--- config.mk ---
export PLATFORM = sky130hd
export DESIGN_NAME = fft8_frame_ctrl
export DESIGN_NICKNAME = d
export VERILOG_FILES = /design/src/rtl/fft8_pkg.sv /design/src/rtl/fft8_out_serializer.sv /design/src/rtl/fft8_frame_ctrl.sv
export SDC_FILE = /design/constraint.sdc
export NUM_CORES = 1
export LEC_CHECK = 0
export BUFFER_PORTS_ARGS = -buffer_cell sky130_fd_sc_hd__buf_2
export CELL_PAD_IN_SITES_DETAIL_PLACEMENT = 2
export CELL_PAD_IN_SITES_GLOBAL_PLACEMENT = 2
export CORE_AREA = 2 2 233 235
export DETAILED_ROUTE_END_ITERATION = 10
export DIE_AREA = 0 0 235 237
export GPL_ROUTABILITY_DRIVEN = 1
export HOLD_SLACK_MARGIN = 0.03
export PLACE_DENSITY = 0.76
export SETUP_SLACK_MARGIN = 0.5
export SYNTH_ARGS = -nofsm -noshare
export SYNTH_HDL_FRONTEND = slang
export SYNTH_SLANG_ARGS = --single-unit
--- constraint.sdc ---
create_clock -name CLK -period 18.8 [get_ports CLK]
set_clock_uncertainty 0.15 [all_clocks]
set_input_delay 0.94 -clock CLK [delete_from_list [all_inputs] [get_ports CLK]]
set_output_delay 0.94 -clock CLK [all_outputs]
set_load 0.02 [all_outputs]
--- src/rtl/fft8_pkg.sv ---
// fft8_pkg: shared constants, FSM state type and bus packing offsets for the fft8 frame controller
package fft8_pkg;
  localparam int N_PTS = 8;
  localparam int DW_DEF = 16;
  localparam int BUS_WORDS = 2 * N_PTS;
  localparam int RE_OFS = 0;
  localparam int IM_OFS = 1;
  typedef enum logic [2:0] {
    ST_IDLE,
    ST_LOAD,
    ST_RUN,
    ST_WAIT_OB,
    ST_CAPTURE
  } state_e;
endpackage

--- src/rtl/fft8_out_serializer.sv ---
// fft8_out_serializer: holds one captured result frame and replays it as an indexed valid/ready stream
module fft8_out_serializer
  import fft8_pkg::*;
#(
  parameter int DW = DW_DEF
) (
  input  logic                    i_clk,
  input  logic                    i_rst_n,
  input  logic                    i_flush,
  input  logic                    i_load,
  input  logic [BUS_WORDS*DW-1:0] i_data,
  input  logic                    i_m_ready,
  output logic                    o_m_valid,
  output logic [DW-1:0]           o_m_real,
  output logic [DW-1:0]           o_m_imag,
  output logic [2:0]              o_m_index,
  output logic                    o_m_last,
  output logic [15:0]             o_frames_done
);
  logic [DW-1:0] r_re [N_PTS];
  logic [DW-1:0] r_im [N_PTS];
  logic          r_full;
  logic [2:0]    r_idx;
  logic [15:0]   r_frames;
  logic          w_hs;
  assign w_hs = r_full & i_m_ready;
  assign o_m_valid = r_full;
  assign o_m_index = r_idx;
  assign o_m_last = r_idx == 3'd7;
  assign o_m_real = r_re[r_idx];
  assign o_m_imag = r_im[r_idx];
  assign o_frames_done = r_frames;
  always_ff @(posedge i_clk or negedge i_rst_n) begin
    if (!i_rst_n) begin
      r_full <= 1'b0;
      r_idx <= 3'd0;
      r_frames <= 16'd0;
    end else if (i_flush) begin
      r_full <= 1'b0;
      r_idx <= 3'd0;
    end else if (i_load) begin
      r_full <= 1'b1;
    end else if (w_hs) begin
      r_idx <= r_idx + 3'd1;
      if (r_idx == 3'd7) begin
        r_full <= 1'b0;
        r_frames <= r_frames + 16'd1;
      end
    end
  end
  always_ff @(posedge i_clk) begin
    if (i_load) begin
      for (int k = 0; k < N_PTS; k++) begin
        r_re[k] <= i_data[(2*k+RE_OFS)*DW +: DW];
        r_im[k] <= i_data[(2*k+IM_OFS)*DW +: DW];
      end
    end
  end
endmodule

--- src/rtl/fft8_frame_ctrl.sv ---
// fft8_frame_ctrl: frames a sample stream into the 8-point FFT engine and replays its results
module fft8_frame_ctrl
  import fft8_pkg::*;
#(
  parameter int DW = DW_DEF,
  parameter int RUN_CYC = 2
) (
  input  logic                    CLK,
  input  logic                    RST_N,
  input  logic                    flush,
  input  logic                    s_valid,
  output logic                    s_ready,
  input  logic [DW-1:0]           s_real,
  input  logic [DW-1:0]           s_imag,
  output logic                    fft_write,
  output logic                    fft_start,
  output logic [BUS_WORDS*DW-1:0] fft_in,
  input  logic                    fft_ready,
  input  logic [BUS_WORDS*DW-1:0] fft_out,
  output logic                    m_valid,
  input  logic                    m_ready,
  output logic [DW-1:0]           m_real,
  output logic [DW-1:0]           m_imag,
  output logic [2:0]              m_index,
  output logic                    m_last,
  output logic                    busy,
  output logic [15:0]             frames_done,
  output logic                    err_no_ready
);
  localparam int RCW = $clog2(RUN_CYC);
  state_e         r_state, w_state_nxt;
  logic [3:0]     r_in_cnt;
  logic [RCW-1:0] r_run_cnt;
  logic           r_fft_write, r_fft_start, r_err;
  logic [DW-1:0]  r_re [N_PTS];
  logic [DW-1:0]  r_im [N_PTS];
  logic           w_accept, w_capture, w_ob_full, w_run_done;
  assign s_ready = ~r_in_cnt[3];
  assign w_accept = s_valid & s_ready & ~flush;
  assign w_capture = (r_state == ST_CAPTURE) & ~flush;
  assign w_run_done = r_run_cnt == RCW'(RUN_CYC - 1);
  assign busy = r_state != ST_IDLE;
  assign fft_write = r_fft_write;
  assign fft_start = r_fft_start;
  assign err_no_ready = r_err;
  assign m_valid = w_ob_full;
  always_comb begin
    w_state_nxt = r_state;
    case (r_state)
      ST_IDLE:    w_state_nxt = r_in_cnt[3] ? ST_LOAD : ST_IDLE;
      ST_LOAD:    w_state_nxt = ST_RUN;
      ST_RUN:     w_state_nxt = !w_run_done ? ST_RUN : w_ob_full ? ST_WAIT_OB : ST_CAPTURE;
      ST_WAIT_OB: w_state_nxt = w_ob_full ? ST_WAIT_OB : ST_CAPTURE;
      default:    w_state_nxt = ST_IDLE;
    endcase
    if (flush) w_state_nxt = ST_IDLE;
  end
  always_ff @(posedge CLK or negedge RST_N) begin
    if (!RST_N) begin
      r_state <= ST_IDLE;
      r_in_cnt <= 4'd0;
      r_run_cnt <= '0;
      r_fft_write <= 1'b0;
      r_fft_start <= 1'b0;
      r_err <= 1'b0;
    end else begin
      r_state <= w_state_nxt;
      r_fft_write <= w_state_nxt == ST_LOAD;
      r_fft_start <= w_state_nxt == ST_RUN;
      r_run_cnt <= (r_state == ST_RUN && w_state_nxt == ST_RUN) ? r_run_cnt + RCW'(1) : '0;
      r_in_cnt <= (flush || r_state == ST_LOAD) ? 4'd0 : r_in_cnt + {3'd0, w_accept};
      if (w_capture && !fft_ready) r_err <= 1'b1;
    end
  end
  always_ff @(posedge CLK) begin
    if (w_accept) begin
      r_re[r_in_cnt[2:0]] <= s_real;
      r_im[r_in_cnt[2:0]] <= s_imag;
    end
  end
  always_comb begin
    fft_in = '0;
    for (int k = 0; k < N_PTS; k++) begin
      fft_in[(2*k+RE_OFS)*DW +: DW] = r_re[k];
      fft_in[(2*k+IM_OFS)*DW +: DW] = r_im[k];
    end
  end
  fft8_out_serializer #(.DW(DW)) u_ser (
    .i_clk        (CLK),
    .i_rst_n      (RST_N),
    .i_flush      (flush),
    .i_load       (w_capture),
    .i_data       (fft_out),
    .i_m_ready    (m_ready),
    .o_m_valid    (w_ob_full),
    .o_m_real     (m_real),
    .o_m_imag     (m_imag),
    .o_m_index    (m_index),
    .o_m_last     (m_last),
    .o_frames_done(frames_done)
  );
endmodule

# After elaboration in Yosys (flattened, before gate mapping)
# Memory sizes are Yosys's and may differ from the RTL's.
# Cells that the tools add are included.
[totals]
in_bits = 294
out_inout_bits = 314
register_bits = 31
memories = 4
ram_bits = 512
[memory_table]
columns = ["memory", "words", "word_bits", "read_ports", "rd_ports_with_merged_regs", "write_ports", "line", "rtl"]
rows = [
  ["r_im", 8, 16, 8, 0, 1, "fft8_frame_ctrl.sv:36", "logic [DW-1:0] r_im [N_PTS];"],
  ["r_re", 8, 16, 8, 0, 1, "fft8_frame_ctrl.sv:35", "logic [DW-1:0] r_re [N_PTS];"],
  ["u_ser.r_im", 8, 16, 1, 0, 8, "fft8_out_serializer.sv:21", "logic [DW-1:0] r_im [N_PTS];"],
  ["u_ser.r_re", 8, 16, 1, 0, 8, "fft8_out_serializer.sv:20", "logic [DW-1:0] r_re [N_PTS];"],
]
[op_classes]
n_bitwise = 7
add_sub_neg = 4
n_mux = 18
n_eq_ne = 8
n_reduce_logical = 12
[ops]
columns = ["op", "count"]
rows = [
  ["two-way mux 3 bit", 6],
  ["adder 16 x 1 -> 16 bit (second input constant)", 1],
  ["one-hot mux 3 bit (4 select lines)", 1],
  ["two-way mux 1 bit", 10],
  ["equality test 3 x 2 -> 1 bit (second input constant)", 3],
  ["nonzero test 3 bit", 3],
  ["equality test 3 x 1 -> 1 bit (second input constant)", 2],
  ["equality test 3 bit (second input constant)", 2],
  ["adder 4 x 1 -> 4 bit", 1],
  ["AND 1 bit", 4],
  ["two-way mux 4 bit", 1],
  ["AND reduction 2 bit", 2],
  ["AND reduction 4 bit", 1],
  ["adder 3 x 1 -> 3 bit (second input constant)", 1],
  ["logical NOT 3 bit", 1],
  ["NOT 1 bit", 3],
  ["logical AND 1 bit", 2],
  ["inequality test 2 bit (second input constant)", 1],
  ["nonzero test 2 bit", 1],
  ["adder 1 bit (second input constant)", 1],
  ["logical NOT 1 bit", 1],
  ["logical OR 1 bit", 1],
]

# Depth between registers and ports, before layout
# Gate-level depths: netlist (run 1).
[logic_depth]
word_depth = 7
mapped_depth = 7

# By module
# Synthesis (run 1) repeated with hierarchy kept, for this count alone.
[unflattened]
hier_cells = 755
hier_area_um2 = 18894.4
[by_module_without_submodules]
columns = ["module", "cells_each", "seq_area_each_um2", "area_each_um2", "n_inst"]
rows = [
  ["fft8_out_serializer", 443, 8187.9, 10633.9, 1],
  ["fft8_frame_ctrl", 312, 7962.6, 8260.4, 1],
]

# Least setup slack after synthesis (run 1)
# Ideal clock, no wire load.
[synth_timing]
kind = "input to register"
from = "input flush"
to = "memory u_ser.r_im[0][0] (netlist bit), enable pin"
path_slack_ps = 5995
setup_time_ps = 884
arrival_ps = 11770
required_time_ps = 17766
cell_stages = 2
cell_sequence = "clkbuf_1 nor2_1"
[synth_lines]
columns = ["element", "line", "rtl"]
rows = [
  ["start: declaration", "fft8_frame_ctrl.sv:10", "input logic flush,"],
  ["end: declaration", "fft8_out_serializer.sv:21", ""],
]

# Worst setup path after layout (run 1)
[layout_timing]
from = "register u_ser.r_idx[0] (netlist: u_ser.o_m_index[0])"
to = "output m_real[4]"
[layout_between]
elab_chain_cells = 1
[layout_lines]
columns = ["element", "line", "rtl"]
rows = [
  ["start: declaration", "fft8_out_serializer.sv:23", "logic [2:0] r_idx;"],
  ["start signal: assignment", "fft8_out_serializer.sv:44", "r_idx <= r_idx + 3'd1;"],
  ["memory read (8 x 16 bit)", "-", ""],
  ["end: declaration", "fft8_frame_ctrl.sv:22", "output logic [DW-1:0] m_real,"],
]
# Every way passes these cells.

==> out/results.ini, run 1 <==
[global_routing]
antenna_found_initial = 28
grt_start_max_net_pins = 182
grt_overflow = 0
grt_pass1_wl_um = 85700
grt_pass1_vias = 11762
grt.total_usage_pct = 21.4

[placed_design]
io_buffers = 607
placed_area_um2 = 22700
gp_congestion = 0.803
dp_hpwl_um = 43900

[die]
rows = 85
initial_core_util_pct = 35.2
die_height_um = 237
fp.dieW_um = 235
dieArea_um2 = 55700
core-area_um2 = 53300
pin_count = 608

[cts]
cts_hold_buffers = 0
cts.sinks = 543
cts_setup_buffers = 0
worstSkewPairLatency_ns = 0.59
cts_resized = 0
clk_pin_slew_worst_paths_ns = 0.06
cts_tree = yes
cts.htree.levels = 2
clockRootBuffer = clkbuf_16
cts_buffers = 56
cts.path.max_buffers = 3

[worst_setup_path]
rr_startpoint = r_state[1]$_DFF_PN0_
worstReg2RegEnd = u_ser.r_re[0][8]$_DFFE_PP_
crit_required_ns = 17.71
endpoint_kind = primary output
start_kind = flip-flop
cp-endpoint = m_real[4]
path_class = flip-flop to primary output
crit_start = u_ser.o_m_index[0]$_DFFE_PN0P_
r2r_setup_slack_ns = 15.29
crit_arrival_ns = 3.27
worst-r2r-cell-count = 4
cp_max_fo = 49

[synthesis]
ys_seq_area_share_pct = 86.0
synth_edf_count = 512
yosys-top-cells-area = edfxtp_1, mux4_2, dfrtp_1
syn-num-nets = 1068
ys_warn_count = 0
synth_top_area_share_pct = 81.9
syn_inst = 769
yosys.area.top_type = edfxtp_1
synth-seq-cells = 543
synthArstFlopShare_pct = 5.71
ys_types = 36
synth_area_um2 = 18800
avgSynthCellArea_um2 = 24.4
synth_flop_cell = edfxtp_1

[drt]
drt_wl_total_um = 60500
viasPerCell = 4.78
routedWlPerCell_um = 27.9
num_vias = 10395
postRouteAntennaNets = 0
drtPass1Iterations = 5
drtIter0Drc = 645
post-route-drc-count = 0

[worst_hold_path]
worstHoldPathType = input pin to asynchronous set/reset pin

[power]
ir_worst_vdd_mv = 0.102
power_density_nw_per_um2 = 102
power.total_w = 0.00251
p_leak_nw = 9.10

[outcome]
status = completed

[sta]
max_freq_ghz = 0.229
min_period_ns = 4.36
hold_viol = 0
tightest_slew_ns = 1.20
slew_headroom_pct = 19.5
rsz0062_at_grt = no
post-route-period-util_pct = 23.2
setup_viol = 0
timing.setup.tns_ns = 0
slew_viol_final = 0

[finish]
drive_gt1_share_pct = 55.1
final_common_cell = buf_2
fin_area_um2 = 24500
layout_common_cells = buf_2, edfxtp_1, mux4_2
syn_to_final_growth_pct = 30.6
nets = 1717

[run]
drv_cap = 0

synth_stat cells, drive strengths merged (3+ instances only):
master    n
edfxtp  512
mux4     64
mux2     32
dfrtp    31
nor2     23
buf      16
nand2    16
xnor2    12
nand4     7
clkbuf    6
xor2      6
and2      5
ha        5
nor3      5
nand2b    4
nand3     4
and3      3
sequential cells by signal, summed over array words and instances (netlist names):
signal / count
fft_start: 1
r_re: 128
r_in_cnt: 4
u_ser.r_im: 128
r_run_cnt: 1
fft_write: 1
u_ser.o_m_valid: 1
r_state: 3
u_ser.o_m_index: 3
r_im: 128
err_no_ready: 1
u_ser.o_frames_done: 16
u_ser.r_re: 128
critical path, stage by stage, from the launching register on:
cell	delay [ns]
dfrtp_4	0.65
buf_4	0.81
mux4_2	0.62
mux2_2	0.31
buf_2	0.17
power by group:
part | switching (W) | leakage [nW] | internal [W]
Combinational | 0.0000383 | 3.17 | 0.0000255
Clock | 0.000463 | 0.891 | 0.000650
Sequential | 0.00000272 | 5.03 | 0.00133
how the worst min path moves through the flow:
stage	from	endpoint	slack (ns)	depth (start not counted)
6_report	RST_N	u_ser.o_frames_done[4]$_DFFE_PN0P_	0.27	1
5_1_grt	RST_N	err_no_ready$_DFFE_PN0P_	0.29	1
4_1_cts	RST_N	u_ser.o_frames_done[4]$_DFFE_PN0P_	0.26	1
3_5_place_dp	r_run_cnt$_DFF_PN0_	r_run_cnt$_DFF_PN0_	0.29	1
3_3_place_gp	r_run_cnt$_DFF_PN0_	r_run_cnt$_DFF_PN0_	0.28	1
2_1_floorplan	r_run_cnt$_DFF_PN0_	r_run_cnt$_DFF_PN0_	0.26	1
cell type report:
class / instances / area (um2)
Fill cell: 4989 / 28800
Antenna cell: 13 / 32.5
Sequential cell: 543 / 16200
Clock buffer: 66 / 1460
Inverter: 2 / 7.51
Multi-Input combinational cell: 202 / 2520
Tap cell: 696 / 871
Clock inverter: 38 / 367
Timing Repair Buffer: 613 / 3100
cells by family after synthesis:
family / after synthesis / share of synthesized area (%)
xor+xnor: 18 / 0.840
compound gates: 6 / 0.200
mux: 98 / 9.70
flops: 543 / 86.0
fa+ha+maj: 5 / 0.333
buf+inv: 24 / 0.860
simple gates: 75 / 2.03
stage by stage:
step | std cells | setup slack [ns] | utilization, % | hold slack [ns]
after floorplan | 769 | 6.00 | - | 0.258
after global placement | 2056 | 15.01 | 42.5 | 0.280
after global routing | 2165 | 14.18 | 46.0 | 0.287
after detailed placement | 2056 | 15.00 | 42.5 | 0.288
after CTS | 2160 | 14.33 | 45.9 | 0.260
final | 2173 | 14.44 | 46.0 | 0.265
routing by layer:
metal | track usage [%] | up-vias | wire length (um)
met2 | 39.7 | 488 | 32600
met3 | 6.97 | 93 | 4660
met4 | 4.51 | 34 | 1110
met5 | 0 | - | 212
li1 | - | 4467 | -
met1 | 24.0 | 5313 | 22000
Note: power is estimated with default switching activity, not from simulation.
==> run 2: changes to the inputs <==
--- a/config.mk
+++ b/config.mk
@@ -8,12 +8,12 @@
 export BUFFER_PORTS_ARGS = -buffer_cell sky130_fd_sc_hd__buf_2
 export CELL_PAD_IN_SITES_DETAIL_PLACEMENT = 2
 export CELL_PAD_IN_SITES_GLOBAL_PLACEMENT = 2
-export CORE_AREA = 2 2 233 235
+export CORE_AREA = 2 2 236 238
 export DETAILED_ROUTE_END_ITERATION = 10
-export DIE_AREA = 0 0 235 237
+export DIE_AREA = 0 0 238 240
 export GPL_ROUTABILITY_DRIVEN = 1
 export HOLD_SLACK_MARGIN = 0.03
-export PLACE_DENSITY = 0.76
+export PLACE_DENSITY = 0.74
 export SETUP_SLACK_MARGIN = 0.5
 export SYNTH_ARGS = -nofsm -noshare
 export SYNTH_HDL_FRONTEND = slang
==> constraint.sdc (replaced) <==
create_clock -name CLK -period 4.2 [get_ports CLK]
set_clock_uncertainty 0.15 [all_clocks]
set_input_delay 0.21 -clock CLK [delete_from_list [all_inputs] [get_ports CLK]]
set_output_delay 0.21 -clock CLK [all_outputs]
set_load 0.02 [all_outputs]
==> run 2 against run 1 <==
  * Critical endpoint is now m_real[9]
  * Largest power group unchanged
  * Via count grew 17%
  * Clock-buffer cell count grew 3
  * Final cell count grew 14%
  * Routed wire length grew 27%
  * Critical path depth is the same
  * Utilization grew 4.2 points
==> out/results.ini, run 2 (same netlist as run 1, synthesis figures left out) <==
[outcome]
status = completed  ; unchanged

[global_routing]
grt_pass1_vias = 13549  ; was 11762
grt_start_max_net_pins = 110  ; was 182
grt.total_usage_pct = 26.5  ; was 21.4%
grt_overflow = 0  ; unchanged
antenna_found_initial = 18  ; was 28
grt_pass1_wl_um = 107000  ; was 85700 um

[die]
pin_count = 608  ; unchanged
rows = 86  ; was 85
initial_core_util_pct = 34.3  ; was 35.2%
fp.dieW_um = 238  ; was 235 um
core-area_um2 = 54700  ; was 53300 um2
dieArea_um2 = 57100  ; was 55700 um2
die_height_um = 240  ; was 237 um

[sta]
max_freq_ghz = 0.311
post-route-period-util_pct = 76.5
setup_viol = 0  ; unchanged
timing.setup.tns_ns = 0  ; unchanged
hold_viol = 0  ; unchanged
slew_headroom_pct = 18.3  ; was 19.5%
min_period_ns = 3.21
tightest_slew_ns = 1.22  ; was 1.20 ns
rsz0062_at_grt = no  ; unchanged
slew_viol_final = 0  ; unchanged
fin_ws_ns = 0.986  ; was 14.44 ns

[run]
drv_cap = 0  ; unchanged

[cts]
clk_pin_slew_worst_paths_ns = 0.07  ; was 0.06 ns
cts_tree = yes  ; unchanged
clockRootBuffer = clkbuf_16  ; unchanged
cts.sinks = 543  ; unchanged
cts.path.max_buffers = 3  ; unchanged
cts_setup_buffers = 0  ; unchanged
worstSkewPairLatency_ns = 0.60  ; was 0.59 ns
cts_buffers = 56  ; unchanged
cts.htree.levels = 2  ; unchanged

[drt]
wl_met3_um = 5670  ; was 4660 um
routedWlPerCell_um = 31.1  ; was 27.9 um
viasPerCell = 4.94  ; was 4.78
drtPass1Iterations = 5  ; unchanged
drt_wl_total_um = 76700  ; was 60500 um
wl_met2_um = 40300  ; was 32600 um
post-route-drc-count = 0  ; unchanged
postRouteAntennaNets = 0  ; unchanged
num_vias = 12202  ; was 10395
wl_met1_um = 28400  ; was 22000 um
top_layer = met5  ; unchanged
drtIter0Drc = 772  ; was 645

[power]
power_density_nw_per_um2 = 421  ; was 102 nW/um2
p_leak_nw = 10.3  ; was 9.10 nW
ir_worst_vdd_mv = 0.297  ; was 0.102 mV
power.total_w = 0.0116  ; was 0.00251 W

[placed_design]
gp_congestion = 0.801  ; was 0.803
io_buffers = 607  ; unchanged
dp_hpwl_um = 43700  ; was 43900 um
pre_cts_ws_ns = 1.38  ; was 15.00 ns

[worst_setup_path]
start_kind = flip-flop  ; unchanged
crit_arrival_ns = 2.85  ; was 3.27 ns
max_stage_delay_ns = 0.71  ; was 0.81 ns
endpoint_kind = primary output  ; unchanged
path_class = flip-flop to primary output  ; unchanged
crit_chain = buf_12 > mux4_2 > mux2_2 > buf_2  ; was buf_4 > mux4_2 > mux2_2 > buf_2
slowest_stage = dfrtp_4  ; was buf_4
crit_required_ns = 3.84  ; was 17.71 ns
cp_max_fo = 47  ; was 49

[finish]
final_common_cell = buf_2  ; unchanged
layout_common_cells = buf_2, edfxtp_1, dlygate4sd3_1  ; was buf_2, edfxtp_1, mux4_2
drive_gt1_share_pct = 45.9  ; was 55.1%
nets = 2014  ; was 1717
syn_to_final_growth_pct = 46.3  ; was 30.6%

[worst_hold_path]
worstHoldPathType = input pin to asynchronous set/reset pin  ; unchanged

==> run 2: cell count changes in the layout (fill, tap and decap cells not counted), moves of 3 or more <==
cell           delta
dlygate4sd3_1   +294
clkinv_1          -6
clkbuf_1          +4
buf_12            +3
clkinv_2          -3
clkinv_8          +3
diode_2           -3
inv_6             -3
==> run 2: critical path, delay by kind of cell, from the launching register on <==
family                 cells  cell delay (ns)
buffers and inverters      2             0.57
multiplexers               2             0.90
flip-flops                 1             0.71
==> run 2: area by class of cell <==
| type | count | area [um2] |
|---|---|---|
| multi-input combinational | 202 | 2520 |
| timing repair buffer | 910 | 6100 |
| antenna | 10 | 25.0 |
| inverter | 2 | 7.51 |
| clock inverter | 28 | 323 |
| clock buffer | 69 | 1450 |
| fill | 4954 | 27200 |
| tap | 704 | 881 |
| sequential | 543 | 16200 |
==> run 2: worst paths after layout <==
kind / startpoint / end / slack (ns) / depth (start not counted)
worst max-delay path: u_ser.o_m_index[0]$_DFFE_PN0P_ / m_real[9] / 0.99 / 4
worst min-delay path: RST_N / u_ser.o_frames_done[3]$_DFFE_PN0P_ / 0.05 / 2
worst max register to register: r_in_cnt[3]$_DFF_PN0_ / r_re[3][9]$_DFFE_PP_ / 1.50 / 3
worst min register to register: r_run_cnt$_DFF_PN0_ / r_run_cnt$_DFF_PN0_ / 0.29 / 1
max in group asynchronous: RST_N / u_ser.o_m_index[0]$_DFFE_PN0P_ / 3.29 / 2
min in group CLK: s_valid / r_in_cnt[0]$_DFF_PN0_ / 0.15 / 4
==> run 2: power breakdown <==
part           internal (W)  leakage, nW  switching, W
registers           0.00595         5.03     0.0000112
logic              0.000294         4.42      0.000270
clock network       0.00282        0.859       0.00222
==> run 2: layer usage <==
layer	vias to the layer above	GRT usage, %
met1	6303	31.2
met5	-	0
met3	141	6.37
met2	691	48.0
li1	5043	-
met4	24	7.88
==> run 2: metrics by stage <==
step	std cells	util, %	hold WS (ns)	instance area (um2)
after floorplan	769	-	-0.236	18800
after global placement	2067	41.6	0.160	22700
after detailed placement	2067	41.6	0.164	22700
after CTS	2458	50.2	0.0640	27400
after global routing	2465	50.2	0.101	27500
final	2468	50.2	0.0516	27500
==> run 2: timing repair <==
action,in CTS,in global routing
hold buffers,294,0
endpoints found under the hold margin,558,0
gates resized for setup,0,0
setup endpoints to repair,0,0
